`src/rtl/mem_arbiter.sv`:
```
// Two-port memory arbiter: one access at a time on a shared memory port,
// round-robin or fixed-priority selection, read response routed back to the owner.
module mem_arbiter #(
    parameter int ADDR_W     = 14,
    parameter bit FIXED_PRIO = 1'b0
) (
    input  logic              clk,
    input  logic              reset,
    input  logic              m0_req,
    input  logic              m0_we,
    input  logic [ADDR_W-1:0] m0_addr,
    input  logic [31:0]       m0_wdata,
    input  logic [1:0]        m0_wsize,
    output logic              m0_gnt,
    output logic              m0_rvalid,
    output logic [31:0]       m0_rdata,
    input  logic              m1_req,
    input  logic              m1_we,
    input  logic [ADDR_W-1:0] m1_addr,
    input  logic [31:0]       m1_wdata,
    input  logic [1:0]        m1_wsize,
    output logic              m1_gnt,
    output logic              m1_rvalid,
    output logic [31:0]       m1_rdata,
    output logic [ADDR_W-1:0] mem_addr,
    output logic              mem_rstrb,
    output logic              mem_wstrb,
    output logic [31:0]       mem_wdata,
    output logic [1:0]        mem_wsize,
    input  logic [31:0]       mem_rdata
);

    typedef enum logic [1:0] {
        IDLE  = 2'd0,
        ISSUE = 2'd1,
        RESP  = 2'd2
    } state_t;

    state_t              state_r, state_next_s;
    logic                last_r;
    logic                owner_r;
    logic                we_r;
    logic [ADDR_W-1:0]   addr_r;
    logic [31:0]         wdata_r;
    logic [1:0]          wsize_r;
    logic                gnt0_r, gnt1_r, rvalid0_r, rvalid1_r, rstrb_r, wstrb_r;
    logic                any_req_s, winner_s;
    logic                sel_we_s;
    logic [ADDR_W-1:0]   sel_addr_s;
    logic [31:0]         sel_wdata_s;
    logic [1:0]          sel_wsize_s;

    assign any_req_s = m0_req | m1_req;

    // Winner selection: on a tie, fixed priority favours port 0, round-robin the port not granted last
    always_comb begin
        winner_s = 1'b0;
        if (m0_req && m1_req) begin
            winner_s = FIXED_PRIO ? 1'b0 : ~last_r;
        end else if (m1_req) begin
            winner_s = 1'b1;
        end else begin
            winner_s = 1'b0;
        end
    end

    // Request fields of the selected port, captured on entry to ISSUE
    always_comb begin
        sel_we_s    = m0_we;
        sel_addr_s  = m0_addr;
        sel_wdata_s = m0_wdata;
        sel_wsize_s = m0_wsize;
        if (winner_s) begin
            sel_we_s    = m1_we;
            sel_addr_s  = m1_addr;
            sel_wdata_s = m1_wdata;
            sel_wsize_s = m1_wsize;
        end else begin
            sel_we_s    = m0_we;
            sel_addr_s  = m0_addr;
            sel_wdata_s = m0_wdata;
            sel_wsize_s = m0_wsize;
        end
    end

    // Next-state logic: writes finish after ISSUE, reads spend one more cycle in RESP
    always_comb begin
        state_next_s = state_r;
        case (state_r)
            IDLE: begin
                if (any_req_s) state_next_s = ISSUE;
                else           state_next_s = IDLE;
            end
            ISSUE: begin
                if (we_r) state_next_s = IDLE;
                else      state_next_s = RESP;
            end
            RESP:    state_next_s = IDLE;
            default: state_next_s = IDLE;
        endcase
    end

    // State, capture registers and registered pulse outputs
    always_ff @(posedge clk) begin
        if (reset) begin
            state_r   <= IDLE;
            last_r    <= 1'b1;
            owner_r   <= 1'b0;
            we_r      <= 1'b0;
            addr_r    <= {ADDR_W{1'b0}};
            wdata_r   <= 32'd0;
            wsize_r   <= 2'd0;
            gnt0_r    <= 1'b0;
            gnt1_r    <= 1'b0;
            rvalid0_r <= 1'b0;
            rvalid1_r <= 1'b0;
            rstrb_r   <= 1'b0;
            wstrb_r   <= 1'b0;
        end else begin
            state_r   <= state_next_s;
            gnt0_r    <= 1'b0;
            gnt1_r    <= 1'b0;
            rvalid0_r <= 1'b0;
            rvalid1_r <= 1'b0;
            rstrb_r   <= 1'b0;
            wstrb_r   <= 1'b0;
            case (state_r)
                IDLE: begin
                    if (any_req_s) begin
                        owner_r <= winner_s;
                        last_r  <= winner_s;
                        we_r    <= sel_we_s;
                        addr_r  <= sel_addr_s;
                        wdata_r <= sel_wdata_s;
                        wsize_r <= sel_wsize_s;
                        gnt0_r  <= ~winner_s;
                        gnt1_r  <= winner_s;
                        rstrb_r <= ~sel_we_s;
                        wstrb_r <= sel_we_s;
                    end else begin
                        owner_r <= owner_r;
                    end
                end
                ISSUE: begin
                    if (!we_r) begin
                        rvalid0_r <= ~owner_r;
                        rvalid1_r <= owner_r;
                    end else begin
                        rvalid0_r <= 1'b0;
                        rvalid1_r <= 1'b0;
                    end
                end
                RESP:    state_r <= state_next_s;
                default: state_r <= IDLE;
            endcase
        end
    end

    // Pulses are masked while reset is high so an aborted access never shows a response
    assign m0_gnt    = gnt0_r    & ~reset;
    assign m1_gnt    = gnt1_r    & ~reset;
    assign m0_rvalid = rvalid0_r & ~reset;
    assign m1_rvalid = rvalid1_r & ~reset;
    assign mem_rstrb = rstrb_r   & ~reset;
    assign mem_wstrb = wstrb_r   & ~reset;
    assign mem_addr  = addr_r;
    assign mem_wdata = wdata_r;
    assign mem_wsize = wsize_r;
    assign m0_rdata  = mem_rdata;
    assign m1_rdata  = mem_rdata;

endmodule
```
`config.mk`:
```
export PLATFORM = sky130hd
export DESIGN_NAME = mem_arbiter
export DESIGN_NICKNAME = d
export VERILOG_FILES = /design/src/rtl/mem_arbiter.sv
export SDC_FILE = /design/constraint.sdc
export NUM_CORES = 1
export LEC_CHECK = 0
export ABC_AREA = 1
export CAP_MARGIN = 15
export CORE_ASPECT_RATIO = 0.9
export CORE_MARGIN = 3
export CORE_UTILIZATION = 36
export DETAILED_ROUTE_END_ITERATION = 8
export PLACE_DENSITY_LB_ADDON = 0.08
export SYNTH_ARGS = -nofsm -noshare
export SYNTH_HDL_FRONTEND = slang
export SYNTH_SLANG_ARGS = --single-unit
```
`constraint.sdc`:
```
create_clock -name clk -period 1.39 [get_ports clk]
set_input_delay 0.278 -clock clk [delete_from_list [all_inputs] [get_ports clk]]
set_output_delay 0.278 -clock clk [all_outputs]
set_load 0.05 [all_outputs]
```
=== Yosys cells after proc, flatten, opt, wreduce, memory -nomap -nowiden ===
Index checks and enable logic that the tools add are counted.

* Flip-flop bits (word level): 59
* Input bits: 134

* Multiplexer cells: 9
* Bitwise logic cells: 16
* Reduce and logical (&&, ||, !) cells: 7
* Equal/unequal tests: 2

{| class="wikitable"
|+ Operators with widths
! cell !! count
|-
| 32-bit two-way mux || 1
|-
| 14-bit two-way mux || 1
|-
| 1-bit inverter || 9
|-
| 3-bit OR reduction || 3
|-
| 1-bit AND || 6
|-
| 1-bit two-way mux || 4
|-
| 2-bit two-way mux || 2
|-
| 2-bit case mux with 2 select lines || 1
|-
| 2-bit by 1-bit equality test with 1-bit output, second input constant || 1
|-
| 2-bit equality test, second input constant || 1
|-
| 2-bit logical NOT || 1
|-
| 2-bit AND reduction || 1
|-
| 2-bit OR reduction || 1
|-
| 1-bit logical AND || 1
|-
| 1-bit OR || 1
|}

=== Depth between registers and ports, before layout ===
Gate-level depths: netlist (run 1).

* Word-level depth: 4
* Depth in mapped cells: 8
* Depth with buffers taken out: 6

=== Worst setup path after synthesis (run 1) ===
OpenSTA, ideal clock, no wires.

* Path type: input -> output
* Start: input reset
* End: output m0_gnt
* Data required time: 1,112 ps
* Buffers on the path: 1
* Cell stages on the path: 2
* Slack: 21 ps
* Arrival: 1,091 ps
* Cell sequence: buf_2 > nor2_1

* Word-level cells in the longest chain between the ends: 2

{| class="wikitable"
|+ RTL lines
! element !! RTL line !! RTL
|-
| start, declared || 8 || <nowiki>input logic reset,</nowiki>
|-
| 1-bit inverter || 160 || <nowiki>assign m0_gnt = gnt0_r & ~reset;</nowiki>
|-
| 1-bit AND || 160 ||
|-
| end, declared || 14 || <nowiki>output logic m0_gnt,</nowiki>
|}

No other way between the ends.

=== Final worst setup path (run 1) ===
* Start: register wstrb_r
* End: output mem_wstrb

* Word-level cells in the longest chain between the ends: 1

{| class="wikitable"
|+ RTL lines
! element !! RTL line !! RTL
|-
| start, declared || 46 || <nowiki>logic gnt0_r, gnt1_r, rvalid0_r, rvalid1_r, rstrb_r, wstrb_r;</nowiki>
|-
| start signal, assigned || 139 || <nowiki>wstrb_r <= sel_we_s;</nowiki>
|-
| 1-bit AND || 165 || <nowiki>assign mem_wstrb = wstrb_r & ~reset;</nowiki>
|-
| end, declared || 27 || <nowiki>output logic mem_wstrb,</nowiki>
|}

No other way between the ends.

==> results.md, run 1 <==
* Routability cong. at 0.841
* Mux contribution to synthesized area at 0
* Fraction of layout cells with a size suffix above 1 at 0.145
* Die width at 113 µm
* DRC viols at 0
* Synthesized area per cell at 6.31 µm²
* Final hold viol count at 0
* Initial Util at 0.376
* Largest net degree at the start of global routing at 51
* Compound-cell area share of the yosys netlist at 0.104
* CP Cell Sequence: inv_1 > nor2_1 > buf_12
* Top post-synthesis cells by area: dfxtp_1, nand2_1, buf_4
* R2R setup slack at 0.18 ns
* CTS tree: done
* Post-Synth XOR/XNOR Area at 0
* Max_cap viols at 0
* Int Pwr at 0.00440 W
* First-pass GRT wire length at 16.3 mm
* Worst setup EP type: output pin
* Worst skew pair latency at 0.32 ns
* Post-synth EDFFs at 0
* Worst-path maximum fanout at 1
* CTS buffer count at 9
* H-tree lvl count at 3
* Antenna diodes at 0
* Final Max Tran Viols at 0
* Cell with the most instances after synthesis: nand2_1
* Io pins at 252
* Simple-gate share of the synthesized area at 0.338
* Sequential area share after synthesis at 0.318
* Commonest cells post-synth: nand2_1, nor2_1, buf_4, dfxtp_1, inv_1
* Worst path required time at 1.11 ns
* Final HPWL DP at 7.48 mm
* Ys async rst share at 0
* Max incr delay on CP at 0.30 ns
* Yosys top cell area share at 0.318
* Synth-to-layout area growth at 58.7%
* Period minus WS final at 1.26 ns
* Critical-path top delay cell: dfxtp_1
* Initial antenna violation count at 0
* Min-delay src: owner_r
* I/O Buffers at 155
* Fin crit share at 0.909
* Clock tree buffer depth at 2
* Comb power frac at 0.394
* Largest family of logic cells by synthesized area: simple AND/OR/NAND/NOR gates
* Reg power frac at 0.309
* Sw power at 0.00229 W
* Final setup fails at 0
* Reg2reg start: state_r[0]
* Min-Delay Endpoint: rvalid1_r
* Rel. slew slack at 0.797
* Final instance area at 5890 µm²
* Row count at 34
* Vias in the first global route at 3,418
* Peak supply drop at 0.000592 V
* Placeable Area at 9870 µm²
* Chip Height at 102 µm
* Post-Syn Nets at 722
* Drt first pass iters at 4
* DRT iter0 DRCs at 200
* Synth Cell Area at 3710 µm²
* Crit start category: flip-flop
* Clk pwr share at 0.297
* Sw frac at 0.342
* Synth Area in Adders at 0
* Reg2reg path depth at 7
* Peak Freq at 0.792 GHz
* Nets at 806
* Synth area leader: dfxtp_1
* Status: completed
* Slew @ Worst Pin at 0.304 ns
* Hold Path Class: flip-flop to flip-flop
* # hold bufs at CTS at 0
* Clk slew on worst S/H paths at 0.05 ns
* Yosys warns at 0
* Gr usage total at 0.174
* Routed wire length at 10.3 mm
* CTS Sinks at 59
* Number of routed nets with antenna violations at 0
* Mapped Cells at 588
* Setup Skew at 0.00600 ns
* Wire per inst at 12.8 µm
* Pwr/cell area at 1140 nW/µm²
* Hold Crit Depth at 2
* FF-to-FF End: mem_wsize[1]
* Post-synth top flop: dfxtp_1
* CP Class: flip-flop to output pin
* Vias post-DR at 3,600
* WP data arrival at 0.99 ns
* Drt via density at 4.49
* Leak pwr at 2.70 nW
* Seq cells post-synth at 59
* Root Buffer: clkbuf_16
* Post-Place Cell Area at 5550 µm²
* Die area at 11,600 µm²
* Grt ovf at 0
* RSZ-0062 raised after global routing: no
* Unique masters post-synth at 18
* TNS Setup at 0 ns
-- repair_timing --
action | CTS | global route
gates cloned | 0 | 1
endpoints found under the setup margin | 5 | 1
resized for setup | 12 | 1
setup buffers | 1 | 0
-- critical path, delay by kind of cell, from the launching register on --
kind | cells | cell delay, ns
DFF | 1 | 0.30
buffers and inverters | 2 | 0.20
and+or+nand+nor | 1 | 0.17
-- sequential cells by signal (all words and copies together) (netlist names) --
signal,cells
rvalid0_r,1
mem_wsize,2
owner_r,1
mem_wdata,32
wstrb_r,1
gnt1_r,1
rstrb_r,1
mem_addr,14
we_r,1
state_r,2
gnt0_r,1
rvalid1_r,1
last_r,1
-- placed cells by master (no fill, tap or decap) --
cell type,n
inv_2,1
dfxtp_1,59
a21boi_0,27
clkinv_2,3
clkbuf_16,10
nand2_1,152
nor2_1,105
o211ai_1,1
dlymetal6s2s_1,1
buf_12,63
dlygate4sd2_1,1
a21oi_1,1
o21ai_4,1
a21boi_1,21
clkdlybuf4s50_1,98
o21ai_1,1
clkbuf_8,1
inv_1,59
nand3_1,52
buf_4,8
buf_6,1
buf_2,1
clkinvlp_4,2
nor2_4,6
nand2_2,1
-- power by group through the flow --
stage	Sequential (W)	Combinational, W	Clock [W]
2_1_floorplan	0.00259	0.00129	0
3_3_place_gp	0.00210	0.00259	0
3_5_place_dp	0.00211	0.00262	0
4_1_cts	0.00207	0.00264	0.00204
5_1_grt	0.00209	0.00283	0.00212
6_report	0.00207	0.00264	0.00198
-- layout make-up --
| cell class | instances | area (µm²) |
|---|---|---|
| Fill cell | 915 | 3980 |
| Timing Repair Buffer | 174 | 2360 |
| Multi-Input combinational cell | 368 | 1690 |
| Sequential cell | 59 | 1180 |
| Clock buffer | 10 | 239 |
| Inverter | 60 | 225 |
| Tap cell | 126 | 158 |
| Clock inverter | 5 | 30.0 |
-- cell families (layout without fill, tap and decap cells) --
kind of cell / count (synthesis) / after routing
flip-flops: 59 / 59
buffers and inverters: 161 / 249
AO/OA/AOI/OAI: 52 / 52
AND/OR/NAND/NOR: 316 / 316
-- routing by layer --
| layer | wire length [µm] | vias to the layer above | track usage |
|---|---|---|---|
| li1 | - | 1889 | - |
| met1 | 4400 | 1572 | 0.210 |
| met2 | 5040 | 111 | 0.302 |
| met3 | 680 | 28 | 0.0485 |
| met4 | 137 | 0 | 0.0536 |
| met5 | 0 | - | 0 |
-- worst max path at each step --
stage | startpoint | endpoint | slack [ns]
final | wstrb_r | mem_wstrb | 0.13
after global routing | wstrb_r | mem_wstrb | 0.09
after CTS | m0_req | mem_wsize[1] | 0.10
after detailed placement | m0_req | mem_wsize[1] | -0.23
after global placement | m0_req | mem_addr[0] | -0.21
after floorplan | reset | m0_gnt | 0.02
-- per-stage QoR --
stage	instances	hold WS, ns	utilization	total power, W	setup WS, ns
after global placement	785	0.436	0.562	0.00469	-0.212
after floorplan	588	0.414	-	0.00387	0.0214
after global routing	802	0.478	0.597	0.00704	0.0870
after CTS	801	0.450	0.594	0.00676	0.101
final	802	0.456	0.597	0.00669	0.127
after detailed placement	785	0.446	0.562	0.00472	-0.231
No activity file was read; power rests on OpenSTA's default activity.
==> run 2: changes to the inputs <==
- PLACE_DENSITY: default -> 0.82
- PLACE_DENSITY_LB_ADDON: 0.08 -> default
==> results.md, run 2 (same netlist as run 1, synthesis figures left out) <==
* Io pins at 252
* I/O Buffers at 155
* Buf+Inv Stages, Crit Path at 3
* Crit path launch: m0_req
* Nets at 808
* Grt ovf at 0
* Chip Height at 102 µm
* Drt via density at 4.54
* RSZ-0062 raised after global routing: no
* Post-Place Cell Area at 5550 µm²
* Period minus WS final at 1.32 ns
* Most frequent cells in the layout: nand2_1, nor2_1, clkdlybuf4s50_1, buf_12
* Peak supply drop at 0.000610 V
* Initial antenna violation count at 0
* DRC viols at 0
* CP top delay family: buffers and inverters
* Final HPWL DP at 7.81 mm
* Status: completed
* Worst path required time at 1.60 ns
* Post-route insts no fill at 804
* CTS buffer count at 9
* Final instance area at 5900 µm²
* CP Cell Sequence: clkdlybuf4s50_1 > buf_4 > o21ai_4 > buf_4 > nand2_1 > nand2_1 > nor2_1
* Post-layout util at 0.598
* Hold Path Class: input port to flip-flop
* First-pass GRT wire length at 16.6 mm
* Die width at 113 µm
* # hold bufs at CTS at 0
* CTS Sinks at 59
* Commonest non-fill, non-tap cell in the layout: nand2_1
* Routed wire length at 10.2 mm
* Synth-to-layout area growth at 59.0%
* Antenna diodes at 0
* Min-delay src: m1_req
* Final hold viol count at 0
* Leak pwr at 2.70 nW
* H-tree lvl count at 3
* Routability cong. at 0.809
* Fraction of layout cells with a size suffix above 1 at 0.149
* Vias in the first global route at 3,630
* Wire per inst at 12.6 µm
* Placeable Area at 9870 µm²
* Largest register FFs at 32
* Clk slew on worst S/H paths at 0.05 ns
* Worst skew pair latency at 0.32 ns
* Fin crit share at 0.948
* Row count at 34
* Critical-path top delay cell: clkdlybuf4s50_1
* Vias post-DR at 3,654
* Slew @ Worst Pin at 0.321 ns
* Number of routed nets with antenna violations at 0
* Root Buffer: clkbuf_16
* DRT iter0 DRCs at 125
* Final setup fails at 0
* Largest net degree at the start of global routing at 58
* Worst setup EP type: flip-flop
* Final Max Tran Viols at 0
* CP Class: input port to flip-flop
* Initial Util at 0.376
* Placed cell count at 787
* Pwr/cell area at 1150 nW/µm²
* Max_cap viols at 0
* CTS tree: done
* Setup Skew at 0.00405 ns
* Reg2reg start: state_r[0]
* Die area at 11,600 µm²
* Drt first pass iters at 4
* Crit start category: input port
* WP data arrival at 1.53 ns
* Rel. slew slack at 0.786
* Gr usage total at 0.177
* Max incr delay on CP at 0.47 ns
* Clock tree buffer depth at 2
* Peak Freq at 0.759 GHz
* Worst-path maximum fanout at 13
run 2: changes by cell type in the layout (fill, tap and decap cells not counted):
| cell | before | now |
|---|---|---|
| bufinv_16 | 0 | 1 |
| clkbuf_8 | 1 | 0 |
| dlymetal6s2s_1 | 1 | 0 |
| clkdlybuf4s50_1 | 98 | 99 |
| clkbuf_16 | 10 | 9 |
| buf_8 | 0 | 1 |
| nor2_1 | 105 | 104 |
| nor2_4 | 6 | 7 |
| clkinvlp_4 | 2 | 1 |
| buf_4 | 8 | 11 |
| buf_12 | 63 | 62 |
| clkinv_2 | 3 | 4 |
run 2: where the power goes:
part	switching, W	internal (W)
Clock	0.000738	0.00136
Sequential	0.000190	0.00189
Combinational	0.00134	0.00127
run 2: per-stage QoR:
step	total power (W)	setup WS (ns)	hold slack [ns]	TNS, ns
floorplan	0.00387	0.0214	0.414	0
global placement	0.00466	-0.211	0.438	-10.92
detailed placement	0.00472	-0.257	0.445	-13.04
CTS	0.00686	0.0823	0.434	0
global route	0.00716	0.00324	0.467	0
finish	0.00679	0.0724	0.443	0
run 2: layout make-up:
| class | count | area [µm²] |
|---|---|---|
| Inverter | 60 | 225 |
| Multi-Input combinational cell | 368 | 1700 |
| Tap cell | 126 | 158 |
| Fill cell | 861 | 3970 |
| Timing Repair Buffer | 176 | 2350 |
| Clock inverter | 6 | 57.6 |
| Sequential cell | 59 | 1180 |
| Clock buffer | 9 | 225 |
run 2: path summary, 6_finish.rpt:
path / to / slack, ns / cells after the start
max: mem_wdata[5] / 0.07 / 7
min: gnt1_r / 0.44 / 4
max reg2reg: mem_wdata[25] / 0.20 / 7
min reg2reg: rvalid0_r / 0.45 / 1
run 2: timing repair:
action	4_1_cts	5_1_grt
setup buffers	2	0
endpoints found under the setup margin	6	10
resized for setup	15	1
gates cloned	0	0
pin swaps	3	1
run 2: routing by layer:
layer,up-vias,global-route usage,share of wire
met5,-,0,0
met4,0,0.0730,0.022
met3,21,0.0752,0.095
met2,162,0.302,0.48
met1,1581,0.196,0.40
li1,1890,-,-
run 2: worst reg2reg max path, cell delays in order (launching register included):
cell,delay [ns]
dfxtp_1,0.33
inv_1,0.06
nand2_1,0.10
nor2_4,0.18
buf_12,0.18
nand2_1,0.08
nor2_1,0.10
nor2_1,0.05
